`src/rtl/fwft_small_fifo_if.sv`:
```
// Purpose : handshake/data bundle between a producer/consumer and fwft_small_fifo.
// Latency : n/a (wires only).
// Backpressure: producer watches full/nearly_full/prog_full; consumer watches empty.
// Ports   : din/wr_en (write side), rd_en/dout (read side), full/nearly_full/prog_full/empty flags.
interface fwft_small_fifo_if #(
  parameter int WIDTH = 72
) ();
  logic [WIDTH-1:0] din;
  logic             wr_en;
  logic             rd_en;
  logic [WIDTH-1:0] dout;
  logic             full;
  logic             nearly_full;
  logic             prog_full;
  logic             empty;

  // Master: the user of the FIFO (drives writes and pops).
  modport master (
    output din, wr_en, rd_en,
    input  dout, full, nearly_full, prog_full, empty
  );

  // Slave: the FIFO itself.
  modport slave (
    input  din, wr_en, rd_en,
    output dout, full, nearly_full, prog_full, empty
  );
endinterface

```
`src/rtl/fwft_small_fifo.sv`:
```
// Purpose : small synchronous first-word-fall-through FIFO for stream beats.
// Latency : word written at edge N is on dout (empty=0) right after edge N; pops take effect at the edge.
// Backpressure: writes while full are dropped; reads while empty are ignored; flags come from count only.
// Ports   : clk, reset (sync, active-high); fifo_if.slave carries din/wr_en/rd_en/dout and
//           full/nearly_full/prog_full/empty.
module fwft_small_fifo #(
  parameter int WIDTH               = 72,
  parameter int MAX_DEPTH_BITS      = 3,
  parameter int PROG_FULL_THRESHOLD = 2**MAX_DEPTH_BITS - 1
) (
  input  logic              clk,
  input  logic              reset,
  fwft_small_fifo_if.slave  fifo_if
);

  localparam int MAX_DEPTH = 2**MAX_DEPTH_BITS;
  localparam int CNT_W     = MAX_DEPTH_BITS + 1;
  localparam int PTR_W     = MAX_DEPTH_BITS;

  localparam logic [CNT_W-1:0] CNT_FULL  = CNT_W'(MAX_DEPTH);
  localparam logic [CNT_W-1:0] CNT_NFULL = CNT_W'(MAX_DEPTH - 1);
  localparam logic [CNT_W-1:0] CNT_PFULL = CNT_W'(PROG_FULL_THRESHOLD);

  // Storage is intentionally not reset; dout is meaningless while empty.
  logic [WIDTH-1:0] mem_q [MAX_DEPTH];

  logic [PTR_W-1:0] wr_ptr_q, wr_ptr_d;
  logic [PTR_W-1:0] rd_ptr_q, rd_ptr_d;
  logic [CNT_W-1:0] count_q,  count_d;

  logic full_w;
  logic empty_w;
  logic wr_accept;
  logic rd_accept;

  // Flags depend only on the registered count, so they never glitch on wr_en/rd_en.
  always_comb begin
    full_w  = (count_q == CNT_FULL);
    empty_w = (count_q == '0);
  end

  // Accept decisions use this cycle's flags: a pop does not make room for a
  // same-cycle write when full, and a write does not feed a same-cycle pop when empty.
  always_comb begin
    wr_accept = fifo_if.wr_en && !full_w;
    rd_accept = fifo_if.rd_en && !empty_w;
  end

  always_comb begin
    wr_ptr_d = wr_ptr_q;
    rd_ptr_d = rd_ptr_q;
    count_d  = count_q;
    if (wr_accept) begin
      wr_ptr_d = wr_ptr_q + PTR_W'(1);
    end
    if (rd_accept) begin
      rd_ptr_d = rd_ptr_q + PTR_W'(1);
    end
    case ({wr_accept, rd_accept})
      2'b10:   count_d = count_q + CNT_W'(1);
      2'b01:   count_d = count_q - CNT_W'(1);
      default: count_d = count_q;
    endcase
  end

  always_ff @(posedge clk) begin
    if (reset) begin
      wr_ptr_q <= '0;
      rd_ptr_q <= '0;
      count_q  <= '0;
    end else begin
      wr_ptr_q <= wr_ptr_d;
      rd_ptr_q <= rd_ptr_d;
      count_q  <= count_d;
    end
  end

  always_ff @(posedge clk) begin
    if (wr_accept && !reset) begin
      mem_q[wr_ptr_q] <= fifo_if.din;
    end
  end

  // Fall-through: head entry is driven straight from the array.
  always_comb begin
    fifo_if.dout        = mem_q[rd_ptr_q];
    fifo_if.full        = full_w;
    fifo_if.empty       = empty_w;
    fifo_if.nearly_full = (count_q >= CNT_NFULL);
    fifo_if.prog_full   = (count_q >= CNT_PFULL);
  end

endmodule

```
`src/flat_wrapper.sv`:
```
// flat-port wrapper written by rule: the top's interface ports become plain ports
module fwft_small_fifo_flat 
#(
  parameter int WIDTH               = 72,
  parameter int MAX_DEPTH_BITS      = 3,
  parameter int PROG_FULL_THRESHOLD = 2**MAX_DEPTH_BITS - 1
)
  (clk, reset, fifo_if_din, fifo_if_wr_en, fifo_if_rd_en, fifo_if_dout, fifo_if_full, fifo_if_nearly_full, fifo_if_prog_full, fifo_if_empty);
  fwft_small_fifo_if #(.WIDTH(WIDTH)) fifo_if_i ();
  input  logic clk;
  input  logic reset;
  input wire logic [$bits(fifo_if_i.din)-1:0] fifo_if_din;
  input wire logic [$bits(fifo_if_i.wr_en)-1:0] fifo_if_wr_en;
  input wire logic [$bits(fifo_if_i.rd_en)-1:0] fifo_if_rd_en;
  output wire logic [$bits(fifo_if_i.dout)-1:0] fifo_if_dout;
  output wire logic [$bits(fifo_if_i.full)-1:0] fifo_if_full;
  output wire logic [$bits(fifo_if_i.nearly_full)-1:0] fifo_if_nearly_full;
  output wire logic [$bits(fifo_if_i.prog_full)-1:0] fifo_if_prog_full;
  output wire logic [$bits(fifo_if_i.empty)-1:0] fifo_if_empty;
  assign fifo_if_i.din = fifo_if_din;
  assign fifo_if_i.wr_en = fifo_if_wr_en;
  assign fifo_if_i.rd_en = fifo_if_rd_en;
  assign fifo_if_dout = fifo_if_i.dout;
  assign fifo_if_full = fifo_if_i.full;
  assign fifo_if_nearly_full = fifo_if_i.nearly_full;
  assign fifo_if_prog_full = fifo_if_i.prog_full;
  assign fifo_if_empty = fifo_if_i.empty;
  fwft_small_fifo #(.WIDTH(WIDTH), .MAX_DEPTH_BITS(MAX_DEPTH_BITS), .PROG_FULL_THRESHOLD(PROG_FULL_THRESHOLD)) u_core (.clk(clk), .reset(reset), .fifo_if(fifo_if_i));
endmodule
```
`config.mk`:
```
export PLATFORM = sky130hd
export DESIGN_NAME = fwft_small_fifo_flat
export DESIGN_NICKNAME = d
export VERILOG_FILES = /design/src/rtl/fwft_small_fifo_if.sv /design/src/rtl/fwft_small_fifo.sv /design/src/flat_wrapper.sv
export SDC_FILE = /design/constraint.sdc
export NUM_CORES = 1
export LEC_CHECK = 0
export CORE_MARGIN = 8
export CORE_UTILIZATION = 45
export CTS_CLUSTER_DIAMETER = 60
export DETAILED_ROUTE_END_ITERATION = 6
export GPL_TIMING_DRIVEN = 0
export SLEW_MARGIN = 20
export SYNTH_ARGS = -nofsm -noshare
export SYNTH_HDL_FRONTEND = slang
export SYNTH_SLANG_ARGS = --single-unit
```
`constraint.sdc`:
```
create_clock -name clk -period 10.2 [get_ports clk]
set_clock_uncertainty 0.05 [all_clocks]
set_input_delay 1.02 -clock clk [delete_from_list [all_inputs] [get_ports clk]]
set_output_delay 1.02 -clock clk [all_outputs]
set_load 0.01 [all_outputs]
```
==> metrics.cfg <==
[critical_path]
worst-path-max-fanout = 10
cp-end-kind = primary output
worst_setup_path_start_kind = flop
critical_path.reg2reg.endpoint = u_core.mem_q[0][28]$_DFFE_PP_
criticalPathCategory = flop to primary output
required_worst_endpoint_ps = 9130
ff2ff_path_depth = 10
r2r_setup_slack_ps = 7070
rr_startpoint = u_core.count_q[0]$_SDFFE_PP0P_
crit_path_end = fifo_if_dout[68]
worst-endpoint-arrival_ps = 3170

[placed_design]
detailedPlace.worstSlack_ps = 6030
placedCellCount = 1796
routabilityCongestion = 0.701
portBuffers = 151
placement.cell_area_um2 = 25800
dp_hpwl_um = 30600

[logic_synthesis]
synthesis.yosys.warnings = 0
synth_most_common_cell = sky130_fd_sc_hd__edfxtp_1
leading_area_contributor_after_synthesis = sky130_fd_sc_hd__edfxtp_1
synth_top_area_share_pct = 76.7
post_synth_inst_count = 911
synth.area.top_cells = sky130_fd_sc_hd__edfxtp_1 77%, sky130_fd_sc_hd__mux4_2 14%, sky130_fd_sc_hd__mux2_4 4.0%, sky130_fd_sc_hd__dfxtp_1 1.2%, sky130_fd_sc_hd__buf_12 0.62%
postSynth.topFlopCell = sky130_fd_sc_hd__edfxtp_1
async_flop_share_pct = 0
syn_nets = 993
synth-edff-count = 576
synthDistinctLibCells = 33
ys_seq_elements = 589
syn_avg_cell_area_um2 = 24.7
synth.cell_area_um2 = 22500
synth.yosys.seq_area_share_pct = 77.9
synthTopCellsByCount = 576 x sky130_fd_sc_hd__edfxtp_1, 144 x sky130_fd_sc_hd__mux4_2, 60 x sky130_fd_sc_hd__mux2_4, 17 x sky130_fd_sc_hd__buf_2, 14 x sky130_fd_sc_hd__nor2_1

[timing]
drv_slew = 0
layout_setup_ws_ps = 5960
tightestPinTransition_ps = 1040
fin_worst_hold_slack_ps = 468
maxClockFrequency_mhz = 236
timing.final.crit_share_pct = 41.6
rsz0062_at_grt = false
setup_viol_count_final = 0
max-slew-margin-rel_pct = 30.8
hold_viol = 0
fin_crit_ps = 4240
finalSetupTns_ps = 0

[global_route]
grt_antenna_before_repair = 5
grt_overflow_total = 0
grt_pass1_wl_um = 70300
globalRouteTotalUtil_pct = 16.6
grt_pass1_vias = 10848
pin_count_of_the_biggest_net_entering_global_routing = 19

[clock_tree]
cts-root-to-sink-buffers = 3
post-cts-setup-buffer-count = 0
clock_tree_from_tritoncts = done
cts_max_level = 2
clkLatencyLatePin_ps = 610
path_clk_slew_ps = 60
post_cts.resized_instances = 0
cts_num_sinks = 589
num_cts_buffers = 58
cts-hold-fix-buffers = 0
ctsRootBufferMaster = sky130_fd_sc_hd__clkbuf_16

[hold_path]
min_path_type = flop to flop
holdPathStages = 2

[route]
drt_iter0_drc = 739
dr_total_vias = 10245
drc = 0
wl_um = 47100
drt-vias-per-instance = 5.38
wl_per_cell_um = 24.8
ant_nets = 0
dr.pass1.iters = 4

[die]
ioPinCount = 152
fp-row-count = 82
die_w_um = 240
fp.coreArea_um2 = 49800
chip_height_um = 240
die-area_um2 = 57500
starting_density_pct = 45.3

[cells_and_area]
nets = 1266
syn2layout_area_growth_pct = 21.9
layout.cell_area.non_filler_um2 = 27500
area_used_by_multi_input_combinational_logic_um2 = 4700
finalNonFillerCells = 1903
sequential_cell_area_um2 = 17600
final_layout_size_suffix_gt1_share_pct = 32.0
num-fill-cells = 3752

[pwr]
power_switching_w = 0.00153
comb_power_share_pct = 24.3
p_int_w = 0.00467
power_switching_share_pct = 24.6
power_density_nw_per_um2 = 226
clock_power_share_pct = 31.4
worst_ir_drop_vdd_mv = 0.130
static-leakage-power_nw = 8.72
power_frac_seq_pct = 44.3

[flow_run]
cap_violations = 0

[run_status]
run_status = completed

==> power groups by stage <==
stage,Combinational (W),Sequential [W],Clock [W]
CTS,0.00155,0.00274,0.00200
detailed placement,0.00155,0.00279,0
floorplan,0.000983,0.00280,0
finish,0.00151,0.00274,0.00195
global placement,0.00152,0.00281,0
global route,0.00162,0.00275,0.00209
==> worst max-delay path, cell delays in order (launching register included) <==
cell and delay, ps:
sky130_fd_sc_hd__dfxtp_1 300, sky130_fd_sc_hd__buf_2 290, sky130_fd_sc_hd__buf_2 410, sky130_fd_sc_hd__buf_2 390, sky130_fd_sc_hd__mux4_2 370, sky130_fd_sc_hd__mux2_4 290, sky130_fd_sc_hd__clkdlybuf4s50_1 500
==> placed cells by master (no fill, tap or decap), drive strengths merged <==
cell type / count
a21bo: 1
a21oi: 7
a31o: 1
and3: 1
buf: 94
bufinv: 1
clkbuf: 88
clkdlybuf4s50: 151
clkinv: 25
clkinvlp: 1
dfxtp: 13
diode: 2
edfxtp: 576
fa: 1
ha: 5
inv: 6
mux2: 72
mux2i: 2
mux4: 144
nand2: 5
nand2b: 1
nand3: 4
nand3b: 1
nor2: 14
nor3: 5
nor4: 1
o31ai: 1
o41a: 1
or2: 2
or4: 1
xnor2: 1
xor2: 3
==> registers in the layout (all words and copies together) (netlist names), named ones only <==
signal           count
u_core.mem_q       576
u_core.wr_ptr_q      3
u_core.count_q       4
u_core.rd_ptr_q      3
==> layout make-up <==
type | count | area share [%]
Tap cell | 672 | 3.06
Antenna cell | 2 | 0.0182
Buffer | 44 | 1.14
Inverter | 4 | 0.0546
Timing Repair Buffer | 213 | 8.48
Sequential cell | 589 | 63.9
Clock buffer | 76 | 5.57
Clock inverter | 29 | 0.669
Multi-Input combinational cell | 274 | 17.1
==> logic make-up after synthesis <==
kind of cell | synth area share, %
flops | 77.9
mux | 19.1
buf+inv | 1.45
simple gates | 0.722
compound gates | 0.322
fa+ha+maj | 0.366
xor+xnor | 0.155
==> stage by stage <==
| step | power, W | utilization [%] |
|---|---|---|
| detailed placement | 0.00434 | 51.8 |
| global placement | 0.00433 | 50.0 |
| floorplan | 0.00378 | - |
| finish | 0.00620 | 55.2 |
| CTS | 0.00630 | 55.2 |
| global route | 0.00646 | 55.2 |
==> per-layer routing <==
layer	share of wire, %	wire length, um	GRT usage (%)
met2	47	22000	25.6
met4	1.8	864	4.22
met3	5.6	2640	3.68
met5	0.087	41	0
met1	46	21600	23.8
==> worst min path at each step <==
stage	end	slack [ps]	from
finish	u_core.wr_ptr_q[0]$_SDFFE_PP0P_	470	u_core.wr_ptr_q[0]$_SDFFE_PP0P_
global route	u_core.wr_ptr_q[0]$_SDFFE_PP0P_	470	u_core.wr_ptr_q[0]$_SDFFE_PP0P_
CTS	u_core.wr_ptr_q[0]$_SDFFE_PP0P_	460	u_core.wr_ptr_q[0]$_SDFFE_PP0P_
detailed placement	u_core.wr_ptr_q[0]$_SDFFE_PP0P_	450	u_core.wr_ptr_q[0]$_SDFFE_PP0P_
global placement	u_core.wr_ptr_q[0]$_SDFFE_PP0P_	420	u_core.wr_ptr_q[0]$_SDFFE_PP0P_
floorplan	u_core.wr_ptr_q[0]$_SDFFE_PP0P_	410	u_core.wr_ptr_q[0]$_SDFFE_PP0P_
Power figures use the tool's default switching activity.
